==> src/rtl/vga_pkg.sv <==
// vga_pkg: shared constants and types for the tile-memory side of the VGA path.
//   COLS_DEF / ROWS_DEF : default tile grid (80 x 60)
//   ADDR_W              : tile memory address width (13 bits covers 4800 tiles)
//   fill_state_t        : tile_fill controller states
//   row_offset()        : row*cols built from shifts and adds of a constant
package vga_pkg;

  localparam int unsigned COLS_DEF = 80;
  localparam int unsigned ROWS_DEF = 60;
  localparam int unsigned ADDR_W   = 13;

  typedef enum logic [1:0] {
    ST_IDLE,
    ST_FILL,
    ST_FINISH
  } fill_state_t;

  // Constant-coefficient product: with a fixed cols this reduces to a few adders.
  function automatic logic [ADDR_W-1:0] row_offset(input logic [5:0] row,
                                                   input int unsigned cols);
    logic [ADDR_W-1:0] acc;
    acc = '0;
    for (int unsigned i = 0; i < ADDR_W; i++) begin
      if (cols[i]) acc = acc + (ADDR_W'(row) << i);
    end
    return acc;
  endfunction

endpackage

==> src/rtl/tile_fill_if.sv <==
// tile_fill_if: command handshake plus tile-memory write port of tile_fill.
//   CMD_VALID/CMD_READY : command handshake
//   CMD_X/Y/W/H         : rectangle origin and size in tiles
//   CMD_COLOR           : RRRGGGBB fill colour
//   WE/WADDR/WDATA      : write port into the tile memory
//   BUSY/DONE/ERR       : status (DONE and ERR are one-cycle pulses)
// Modports: master = command source / memory sink, slave = tile_fill.
interface tile_fill_if;
  import vga_pkg::*;

  logic              CMD_VALID;
  logic              CMD_READY;
  logic [6:0]        CMD_X;
  logic [5:0]        CMD_Y;
  logic [6:0]        CMD_W;
  logic [5:0]        CMD_H;
  logic [7:0]        CMD_COLOR;
  logic              WE;
  logic [ADDR_W-1:0] WADDR;
  logic [7:0]        WDATA;
  logic              BUSY;
  logic              DONE;
  logic              ERR;

  modport master (
    output CMD_VALID, CMD_X, CMD_Y, CMD_W, CMD_H, CMD_COLOR,
    input  CMD_READY, WE, WADDR, WDATA, BUSY, DONE, ERR
  );

  modport slave (
    input  CMD_VALID, CMD_X, CMD_Y, CMD_W, CMD_H, CMD_COLOR,
    output CMD_READY, WE, WADDR, WDATA, BUSY, DONE, ERR
  );
endinterface

==> src/rtl/tile_addr_gen.sv <==
// tile_addr_gen: row-major address walker for a tile rectangle.
//   clk, rst_n : clock, asynchronous active-low reset
//   start      : load origin (x, y) and size (w, h); w and h must be non-zero
//   step       : advance to the next tile
//   addr       : registered address of the current tile
//   last       : current tile is the final one of the rectangle
// Addresses advance by +1 per column and by +cols per row; no multiplier.
module tile_addr_gen
  import vga_pkg::*;
#(
  parameter int unsigned COLS = COLS_DEF
) (
  input  logic              clk,
  input  logic              rst_n,
  input  logic              start,
  input  logic              step,
  input  logic [6:0]        x,
  input  logic [5:0]        y,
  input  logic [6:0]        w,
  input  logic [5:0]        h,
  output logic [ADDR_W-1:0] addr,
  output logic              last
);

  localparam logic [ADDR_W-1:0] COLS_A = ADDR_W'(COLS);

  logic [6:0]        w_lat;
  logic [6:0]        col_left;
  logic [5:0]        row_left;
  logic [ADDR_W-1:0] row_base;
  logic [ADDR_W-1:0] base0;

  always_comb begin
    base0 = row_offset(y, COLS) + ADDR_W'(x);
  end

  always_ff @(posedge clk or negedge rst_n) begin
    if (!rst_n) begin
      w_lat    <= '0;
      col_left <= '0;
      row_left <= '0;
      row_base <= '0;
      addr     <= '0;
    end else if (start) begin
      w_lat    <= w;
      col_left <= w - 7'd1;
      row_left <= h - 6'd1;
      row_base <= base0;
      addr     <= base0;
    end else if (step) begin
      if (col_left == '0) begin
        // end of row: jump to the start of the next row
        row_base <= row_base + COLS_A;
        addr     <= row_base + COLS_A;
        col_left <= w_lat - 7'd1;
        row_left <= row_left - 6'd1;
      end else begin
        addr     <= addr + 1'b1;
        col_left <= col_left - 7'd1;
      end
    end
  end

  assign last = (col_left == '0) && (row_left == '0);

endmodule

==> src/rtl/tile_fill.sv <==
// tile_fill: fills a rectangle of the tile memory with one colour.
//   CLK, RESET_N : clock, asynchronous active-low reset
//   bus          : tile_fill_if.slave (command handshake, write port, status)
// A command is accepted on CMD_VALID && CMD_READY; writes start the next cycle,
// one per cycle in row-major order, followed by a one-cycle DONE pulse during
// which a new command may already be accepted.
// Build option TILE_FILL_CLIP_EN: clamp rectangles to the screen instead of
// rejecting out-of-range commands with an ERR pulse.
module tile_fill
  import vga_pkg::*;
#(
  parameter int unsigned COLS = COLS_DEF,
  parameter int unsigned ROWS = ROWS_DEF
) (
  input  logic      CLK,
  input  logic      RESET_N,
  tile_fill_if.slave bus
);

  localparam logic [7:0] COLS8 = COLS[7:0];
  localparam logic [6:0] ROWS7 = ROWS[6:0];

  fill_state_t state;
  logic        ready_q, we_q, busy_q, done_q, err_q;
  logic [7:0]  wdata_q;

  logic [7:0]  x_end;
  logic [6:0]  y_end;
  logic [6:0]  eff_w;
  logic [5:0]  eff_h;
  logic        cmd_bad, accept, zero_area, start, step, last;

  always_comb begin
    x_end = {1'b0, bus.CMD_X} + {1'b0, bus.CMD_W};
    y_end = {1'b0, bus.CMD_Y} + {1'b0, bus.CMD_H};
`ifdef TILE_FILL_CLIP_EN
    cmd_bad = 1'b0;
    if ({1'b0, bus.CMD_X} >= COLS8)  eff_w = '0;
    else if (x_end > COLS8)          eff_w = 7'(COLS8 - {1'b0, bus.CMD_X});
    else                             eff_w = bus.CMD_W;
    if ({1'b0, bus.CMD_Y} >= ROWS7)  eff_h = '0;
    else if (y_end > ROWS7)          eff_h = 6'(ROWS7 - {1'b0, bus.CMD_Y});
    else                             eff_h = bus.CMD_H;
`else
    cmd_bad = (x_end > COLS8) || (y_end > ROWS7);
    eff_w   = bus.CMD_W;
    eff_h   = bus.CMD_H;
`endif
    accept    = bus.CMD_VALID && ready_q;
    zero_area = (eff_w == '0) || (eff_h == '0);
    start     = accept && !cmd_bad && !zero_area;
    step      = (state == ST_FILL) && !last;
  end

  tile_addr_gen #(.COLS(COLS)) u_addr_gen (
    .clk   (CLK),
    .rst_n (RESET_N),
    .start (start),
    .step  (step),
    .x     (bus.CMD_X),
    .y     (bus.CMD_Y),
    .w     (eff_w),
    .h     (eff_h),
    .addr  (bus.WADDR),
    .last  (last)
  );

  always_ff @(posedge CLK or negedge RESET_N) begin
    if (!RESET_N) begin
      state   <= ST_IDLE;
      ready_q <= 1'b0;
      we_q    <= 1'b0;
      wdata_q <= '0;
      busy_q  <= 1'b0;
      done_q  <= 1'b0;
      err_q   <= 1'b0;
    end else begin
      case (state)
        ST_FILL: begin
          if (last) begin
            state   <= ST_FINISH;
            we_q    <= 1'b0;
            wdata_q <= '0;
            busy_q  <= 1'b0;
            done_q  <= 1'b1;
            ready_q <= 1'b1;
          end
        end
        // IDLE and FINISH both accept commands; FINISH is the DONE cycle.
        default: begin
          state   <= ST_IDLE;
          ready_q <= 1'b1;
          done_q  <= 1'b0;
          err_q   <= 1'b0;
          if (accept) begin
            if (cmd_bad) begin
              err_q <= 1'b1;
            end else if (zero_area) begin
              done_q <= 1'b1;
              state  <= ST_FINISH;
            end else begin
              state   <= ST_FILL;
              ready_q <= 1'b0;
              we_q    <= 1'b1;
              wdata_q <= bus.CMD_COLOR;
              busy_q  <= 1'b1;
            end
          end
        end
      endcase
    end
  end

  assign bus.CMD_READY = ready_q;
  assign bus.WE        = we_q;
  assign bus.WDATA     = wdata_q;
  assign bus.BUSY      = busy_q;
  assign bus.DONE      = done_q;
  assign bus.ERR       = err_q;

endmodule

==> src/flat_wrapper.sv <==
// flat-port wrapper written by rule: the top's interface ports become plain ports
module tile_fill_flat import vga_pkg::*;
#(
  parameter int unsigned COLS = COLS_DEF,
  parameter int unsigned ROWS = ROWS_DEF
)
  (CLK, RESET_N, bus_CMD_VALID, bus_CMD_X, bus_CMD_Y, bus_CMD_W, bus_CMD_H, bus_CMD_COLOR, bus_CMD_READY, bus_WE, bus_WADDR, bus_WDATA, bus_BUSY, bus_DONE, bus_ERR);
  tile_fill_if bus_i ();
  input  logic CLK;
  input  logic RESET_N;
  input wire logic [$bits(bus_i.CMD_VALID)-1:0] bus_CMD_VALID;
  input wire logic [$bits(bus_i.CMD_X)-1:0] bus_CMD_X;
  input wire logic [$bits(bus_i.CMD_Y)-1:0] bus_CMD_Y;
  input wire logic [$bits(bus_i.CMD_W)-1:0] bus_CMD_W;
  input wire logic [$bits(bus_i.CMD_H)-1:0] bus_CMD_H;
  input wire logic [$bits(bus_i.CMD_COLOR)-1:0] bus_CMD_COLOR;
  output wire logic [$bits(bus_i.CMD_READY)-1:0] bus_CMD_READY;
  output wire logic [$bits(bus_i.WE)-1:0] bus_WE;
  output wire logic [$bits(bus_i.WADDR)-1:0] bus_WADDR;
  output wire logic [$bits(bus_i.WDATA)-1:0] bus_WDATA;
  output wire logic [$bits(bus_i.BUSY)-1:0] bus_BUSY;
  output wire logic [$bits(bus_i.DONE)-1:0] bus_DONE;
  output wire logic [$bits(bus_i.ERR)-1:0] bus_ERR;
  assign bus_i.CMD_VALID = bus_CMD_VALID;
  assign bus_i.CMD_X = bus_CMD_X;
  assign bus_i.CMD_Y = bus_CMD_Y;
  assign bus_i.CMD_W = bus_CMD_W;
  assign bus_i.CMD_H = bus_CMD_H;
  assign bus_i.CMD_COLOR = bus_CMD_COLOR;
  assign bus_CMD_READY = bus_i.CMD_READY;
  assign bus_WE = bus_i.WE;
  assign bus_WADDR = bus_i.WADDR;
  assign bus_WDATA = bus_i.WDATA;
  assign bus_BUSY = bus_i.BUSY;
  assign bus_DONE = bus_i.DONE;
  assign bus_ERR = bus_i.ERR;
  tile_fill #(.COLS(COLS), .ROWS(ROWS)) u_core (.CLK(CLK), .RESET_N(RESET_N), .bus(bus_i));
endmodule
==> config.mk <==
export PLATFORM = sky130hd
export DESIGN_NAME = tile_fill_flat
export DESIGN_NICKNAME = d
export VERILOG_FILES = /design/src/rtl/vga_pkg.sv /design/src/rtl/tile_fill_if.sv /design/src/rtl/tile_addr_gen.sv /design/src/rtl/tile_fill.sv /design/src/flat_wrapper.sv
export SDC_FILE = /design/constraint.sdc
export NUM_CORES = 1
export LEC_CHECK = 0
export CAP_MARGIN = 5
export CORE_ASPECT_RATIO = 0.75
export CORE_MARGIN = 8
export CORE_UTILIZATION = 35
export CTS_CLUSTER_DIAMETER = 200
export DETAILED_ROUTE_END_ITERATION = 16
export MAX_ROUTING_LAYER = met4
export PLACE_DENSITY = 0.57
export SLEW_MARGIN = 15
export SYNTH_ARGS = -nofsm -noshare
export SYNTH_HDL_FRONTEND = slang
export SYNTH_HIERARCHICAL = 1
export SYNTH_SLANG_ARGS = --single-unit
==> constraint.sdc <==
create_clock -name CLK -period 3.4 [get_ports CLK]
set_input_delay 0.68 -clock CLK [delete_from_list [all_inputs] [get_ports CLK]]
set_output_delay 0.68 -clock CLK [all_outputs]
set_load 0.1 [all_outputs]
# Word level (Yosys, flattened, before mapping)
# Cells that the tools add are included.
[word_totals]
ff_bits = 60
inputBits = 37
output_inout_bits = 26
word_cells = 84
[classes]
addsub = 11
magnitude_cmp = 2
n_eq_ne = 4
mux = 37
reduce_logical = 19
[op_table]
columns = ["cell", "n"]
rows = [
  ["$mux 13", 6],
  ["$mux 8", 5],
  ["$mux 7", 3],
  ["$sub 7x1->7 const B", 3],
  ["$mux 6", 3],
  ["$mux 1", 15],
  ["$logic_not 7->1", 2],
  ["$add 10x12->13", 1],
  ["$add 13x1->13 const B", 1],
  ["$add 13x7->13", 1],
  ["$add 13x7->13 const B", 1],
  ["$logic_not 6->1", 2],
  ["$sub 6x1->6 const B", 2],
  ["$mux 2", 5],
  ["$add 7x7->8", 1],
  ["$gt 8x7->1 const B", 1],
  ["$add 6x6->7", 1],
  ["$gt 7x6->1 const B", 1],
  ["$reduce_bool 2->1", 3],
  ["$logic_and 1x1->1", 5],
  ["$ne 2x2->1 const B", 2],
  ["$reduce_and 4->1", 1],
  ["$logic_not 1->1", 3],
  ["$eq 2x1->1 const B", 1],
  ["other kinds (3)", 4],
]

# Longest topological paths before layout
[logic_depth]
ltp_word = 8
ltp_mapped = 20
ltp_nobuf = 17

# Modules after synthesis
# Netlist, hierarchy kept.
[by_module_without_submodules]
columns = ["mod", "instances", "cells_per_inst", "area_per_inst_um2"]
rows = [
  ["tile_addr_gen", 1, 355, 3141.8],
  ["tile_fill", 1, 122, 1116.1],
]

# Worst setup path after synthesis
# Ideal clock, no wire load.
[synth_timing]
path_type = "input to register"
from = "input bus_CMD_X[0]"
to = "register u_core.u_addr_gen.col_left[6]"
setup_time_ns = 0.137
arrival_ns = 3.756
t_required_ns = 3.263
path_slack_ns = -0.493
cell_stages = 20
cell_sequence = "ha_1 inv_1 fa_1 nand2b_1 a21oi_1 xor2_1 o2bb2a_4 o211ai_2 or2_2 nor2_1 buf_4 buf_2 buf_2 a311o_1 o21ai_0 ha_1 o21ai_1 a211oi_2 xnor2_1 a21oi_1"
[synth_between]
elab_chain_len = 7
[synth_rtl]
columns = ["element", "line", "rtl"]
rows = [
  ["start, declared", "flat_wrapper.sv:12", "input wire logic [$bits(bus_i.CMD_X)-1:0] bus_CMD_X;"],
  ["$add 7x7->8 (*)", "tile_fill.sv:34", "x_end = {1'b0, bus.CMD_X} + {1'b0, bus.CMD_W};"],
  ["$gt 8x7->1 (*)", "tile_fill.sv:45", "cmd_bad = (x_end > COLS8) || (y_end > ROWS7);"],
  ["$logic_or 1x1->1 (*)", "tile_fill.sv:45", ""],
  ["$logic_not 1->1 (*)", "tile_fill.sv:51", "start = accept && !cmd_bad && !zero_area;"],
  ["$logic_and 1x1->1 (*) (2 in series)", "tile_fill.sv:51", ""],
  ["named net u_core.start", "tile_fill.sv:31", "logic cmd_bad, accept, zero_area, start, step, last;"],
  ["$mux 7 / $reduce_bool 2->1 (equally long branches)", "n/a", ""],
  ["end signal, assigned", "tile_addr_gen.sv:46", "col_left <= w - 7'd1;"],
  ["end signal, assigned", "tile_addr_gen.sv:55", "col_left <= w_lat - 7'd1;"],
  ["end signal, assigned", "tile_addr_gen.sv:59", "col_left <= col_left - 7'd1;"],
  ["end, declared", "tile_addr_gen.sv:28", "logic [6:0] col_left;"],
]
# The timed path passes the listed nets; every way through them passes the cells marked *.
# A chain may end at the register's enable or synchronous reset.

# Worst setup path after layout
[layout_timing]
from = "input bus_CMD_H[1]"
to = "register u_core.u_addr_gen.col_left[6]"
[layout_between]
elab_chain_len = 7
[layout_rtl]
columns = ["element", "line", "rtl"]
rows = [
  ["start, declared", "flat_wrapper.sv:15", "input wire logic [$bits(bus_i.CMD_H)-1:0] bus_CMD_H;"],
  ["$add 6x6->7", "tile_fill.sv:35", "y_end = {1'b0, bus.CMD_Y} + {1'b0, bus.CMD_H};"],
  ["$gt 7x6->1", "tile_fill.sv:45", ""],
  ["$logic_or 1x1->1", "tile_fill.sv:45", ""],
  ["$logic_not 1->1", "tile_fill.sv:51", ""],
  ["$logic_and 1x1->1", "tile_fill.sv:51", ""],
  ["$logic_and 1x1->1 (*)", "tile_fill.sv:51", ""],
  ["named net u_core.start", "tile_fill.sv:31", ""],
  ["$mux 7 / $reduce_bool 2->1 (equally long branches)", "n/a", ""],
]
# Marks and branches as above.

==> metrics.cfg <==
[place]
hpwl_um=9347
port_buffers=62
gp_congestion=0.8837
pre_cts_ws_ns=-0.8743

[pwr]
pwr-share-comb=0.556
leakagePower_uw=0.002587
p_sw_uw=2611
switching_share=0.5027
p_per_area_nw_per_um2=878.7
pwr-share-seq=0.270
power_uw=5195
internal_power_uw=2584
clockPowerShare=0.174
vdd_ir_drop_max_v=0.0006014

[sta]
slew-limit-headroom=0.3476
rsz0062_at_grt=yes
finalMaxSlewViolations=0
fin_ws_ns=-0.05415
fin_crit_ns=3.454
worst_clock_skew_ns=0.008784
fmax_mhz=289.5
hold_viol=0
finalCritPeriodShare=1.016
setup_viol=3
tightest_slew_ns=0.9756

[worst_setup_path]
reg2regPathDepth=9
endpoint_kind=flop
r2r-start=u_core/u_addr_gen/col_left[5]$_DFFE_PN0P_
cp.arrival_ns=3.66
crit_required_ns=3.61
r2r_slack_ns=0.68
reg2reg_to=u_core/u_addr_gen/row_base[10]$_DFFE_PN0P_
critPathMaxFanout=7
setup.worst_path.start_class=input port
path_class=in2reg

[synth]
synth_area_leaders=dfrtp_1 (35%), ha_1 (8.2%), xnor2_1 (4.5%), mux2i_1 (4.5%), nand2_1 (4.4%)
yosys.area.top_type=dfrtp_1
ys_seq_area_frac=0.3468
synthArstFlopShare=1.000
synth_top_area_frac=0.3468
yosys_warnings=6
syn_area_um2=4258
ys_ff_latch=59
avgSynthCellArea_um2=8.926
synth_edf_count=0
syn_nets=546
yosysUniqueCellTypes=69
syn_inst=477
ys.flop_type=dfrtp_1

[cells_and_area]
final_net_count=667
syn_to_final_growth_pct=38.85
antenna_cells=0
drive_gt1_frac=0.2762

[grt]
grt_start_max_net_pins=41
grt_first_pass_wirelength_um=20770
antenna_found_initial=0
overflow=0
grt_pass1_vias=4022
track_usage=0.1653

[detailed_routing]
drt-wirelength-per-cell_um=16.23
postRouteAntennaNets=0
drc_errors=0
firstDrtPassIters=4
wl_um=12450
drt_iter0_drc=206
viasPerCell=5.082
num_vias=3898

[status]
status=finished with violations
violations=negative setup slack

[clock_network]
clock-sinks=59
cts_tree=built
worstSkewPairLatency_ns=0.33
cts_root_buf=clkbuf_16
cts_buffers=9
cts_htree_levels=3
clk_path_buf_depth=2
clkTransAtPathRegs_ns=0.05

[floorplanning]
core_um2=12090
die_area_um2=15990
io_pins=63
start_util=0.3523
die_w_um=143.4
die_h_um=111.5
rows=35

[flow_run]
maxCapViolations=0

[min_path]
hp-class=in2async

[final cells by class]
cell class | instances | area [um^2]
inverter | 36 | 135.1
timing repair buffer | 127 | 1042
multi-input combinational | 365 | 2759
sequential | 59 | 1476
fill | 1143 | 6175
tap | 166 | 207.7
clock inverter | 4 | 52.55
clock buffer | 10 | 239.0
[metal layers]
layer	share of wire	up-vias	track usage	wire length, um
li1	-	1920	-	-
met1	0.50	1885	0.2270	6202
met2	0.45	79	0.2419	5644
met3	0.031	14	0.03078	391
met4	0.017	0	0.04822	208
met5	0	-	-	0
[synthesized netlist by cell type, types with 2 or more instances]
library cell / n
a221oi_1: 2
a22o_1: 2
o21ai_1: 4
buf_6: 2
o21ai_0: 34
a31oi_1: 7
and4_1: 3
o221ai_1: 2
and3_1: 3
xor2_1: 18
mux2i_1: 19
or2_2: 4
a22oi_1: 2
o211ai_1: 4
mux2_2: 5
inv_1: 35
nand2b_1: 3
nor3_2: 2
nor2_1: 44
a21oi_1: 27
buf_4: 3
clkbuf_1: 5
xnor2_1: 22
nor4_1: 5
buf_2: 3
a311oi_1: 2
nand2_2: 2
nor3_1: 12
buf_1: 4
and2_1: 2
a21o_1: 4
nand2_1: 50
ha_1: 28
dfrtp_1: 59
o21a_1: 2
nor2b_1: 2
fa_1: 4
nand3_1: 11
o22ai_1: 5
[state kept, by name, indices dropped and copies added (netlist names)]
register and cells:
u_core/state 2, u_core/bus.BUSY 1, u_core/u_addr_gen/col_left 7, u_core/u_addr_gen/w_lat 7
u_core/u_addr_gen/row_base 13, u_core/bus.CMD_READY 1, u_core/u_addr_gen/addr 13, u_core/u_addr_gen/row_left 6
u_core/bus.WDATA 8, u_core/bus.ERR 1
[metrics by stage]
step	hold WS (ns)	utilization	TNS (ns)	area [um^2]	instances
final	0.4840	0.4891	-0.1441	5912	767
after detailed placement	0.5143	0.4463	-22.80	5394	743
after global routing	0.5432	0.4891	-0.6986	5912	767
after global placement	0.5073	0.4463	-18.45	5394	743
after floorplan	0.3844	-	-0.6046	4313	477
after CTS	0.5221	0.4822	-0.1002	5828	761
[logic make-up (layout without fill, tap and decap cells)]
| group | count (synthesis) | count (layout) | share of synthesized area |
|---|---|---|---|
| fa+ha+maj | 32 | 32 | 0.1011 |
| flops | 59 | 59 | 0.3468 |
| compound gates | 116 | 116 | 0.1825 |
| xor+xnor | 40 | 40 | 0.08228 |
| mux | 24 | 24 | 0.05789 |
| simple gates | 153 | 153 | 0.1757 |
| buf+inv | 53 | 177 | 0.05377 |
[critical path, cell delays in order]
cell	delay [ns]
clkdlybuf4s15_1	0.22
ha_1	0.29
a21o_1	0.16
a21oi_2	0.14
xor2_1	0.16
o311a_1	0.26
o211ai_2	0.11
or2_4	0.25
nor2_4	0.24
buf_6	0.14
inv_2	0.07
o21ai_2	0.16
ha_2	0.23
o21ai_4	0.08
a211oi_2	0.23
xnor2_1	0.14
a21oi_1	0.09
[power groups by stage]
| stage | sequential (uW) | clock, uW | combinational (uW) |
|---|---|---|---|
| floorplan | 2320 | 0 | 1120 |
| global placement | 1400 | 0 | 2760 |
| detailed placement | 1410 | 0 | 2780 |
| CTS | 1400 | 925 | 2830 |
| global route | 1460 | 951 | 3080 |
| finish | 1400 | 902 | 2890 |
[worst max path at each step]
stage | cells after the start | slack (ns) | from | end
2_1_floorplan | 20 | -0.33 | bus_CMD_X[0] | u_core/u_addr_gen/col_left[6]$_DFFE_PN0P_
3_3_place_gp | 19 | -0.78 | bus_CMD_W[0] | u_core/u_addr_gen/col_left[6]$_DFFE_PN0P_
3_5_place_dp | 18 | -0.87 | bus_CMD_X[0] | u_core/u_addr_gen/col_left[6]$_DFFE_PN0P_
4_1_cts | 17 | -0.06 | bus_CMD_W[0] | u_core/u_addr_gen/row_left[5]$_DFFE_PN0P_
5_1_grt | 19 | -0.21 | bus_CMD_W[0] | u_core/u_addr_gen/col_left[6]$_DFFE_PN0P_
6_report | 17 | -0.05 | bus_CMD_H[1] | u_core/u_addr_gen/col_left[6]$_DFFE_PN0P_
[cell usage in the layout (no fill, tap or decap), types with 3 or more instances in the layout]
cell,instances
nand2_1,50
nor2_1,40
dlygate4sd2_1,14
mux2_2,5
and3_1,3
clkdlybuf4s50_1,17
mux2i_1,18
nor4_1,4
nand3_1,11
inv_1,32
ha_4,8
a21oi_1,21
fa_1,3
xnor2_1,22
or2_2,3
o22ai_1,5
o21ai_0,28
ha_1,18
a31oi_1,7
o211ai_1,4
a21o_1,4
xor2_1,18
nor2_2,3
o21ai_1,8
clkbuf_16,9
clkinvlp_4,3
dfrtp_1,59
a21oi_2,6
nor3_1,12
buf_2,4
inv_2,3
buf_6,4
buf_4,83
and4_1,3
[what timing repair did]
item                                    CTS  global route
endpoints found under the setup margin   39             9
pin swaps                                27            14
gates resized for setup                  68            14
hold buffers                              0             0
setup buffers                             4             6
Power figures use the tool's default switching activity.
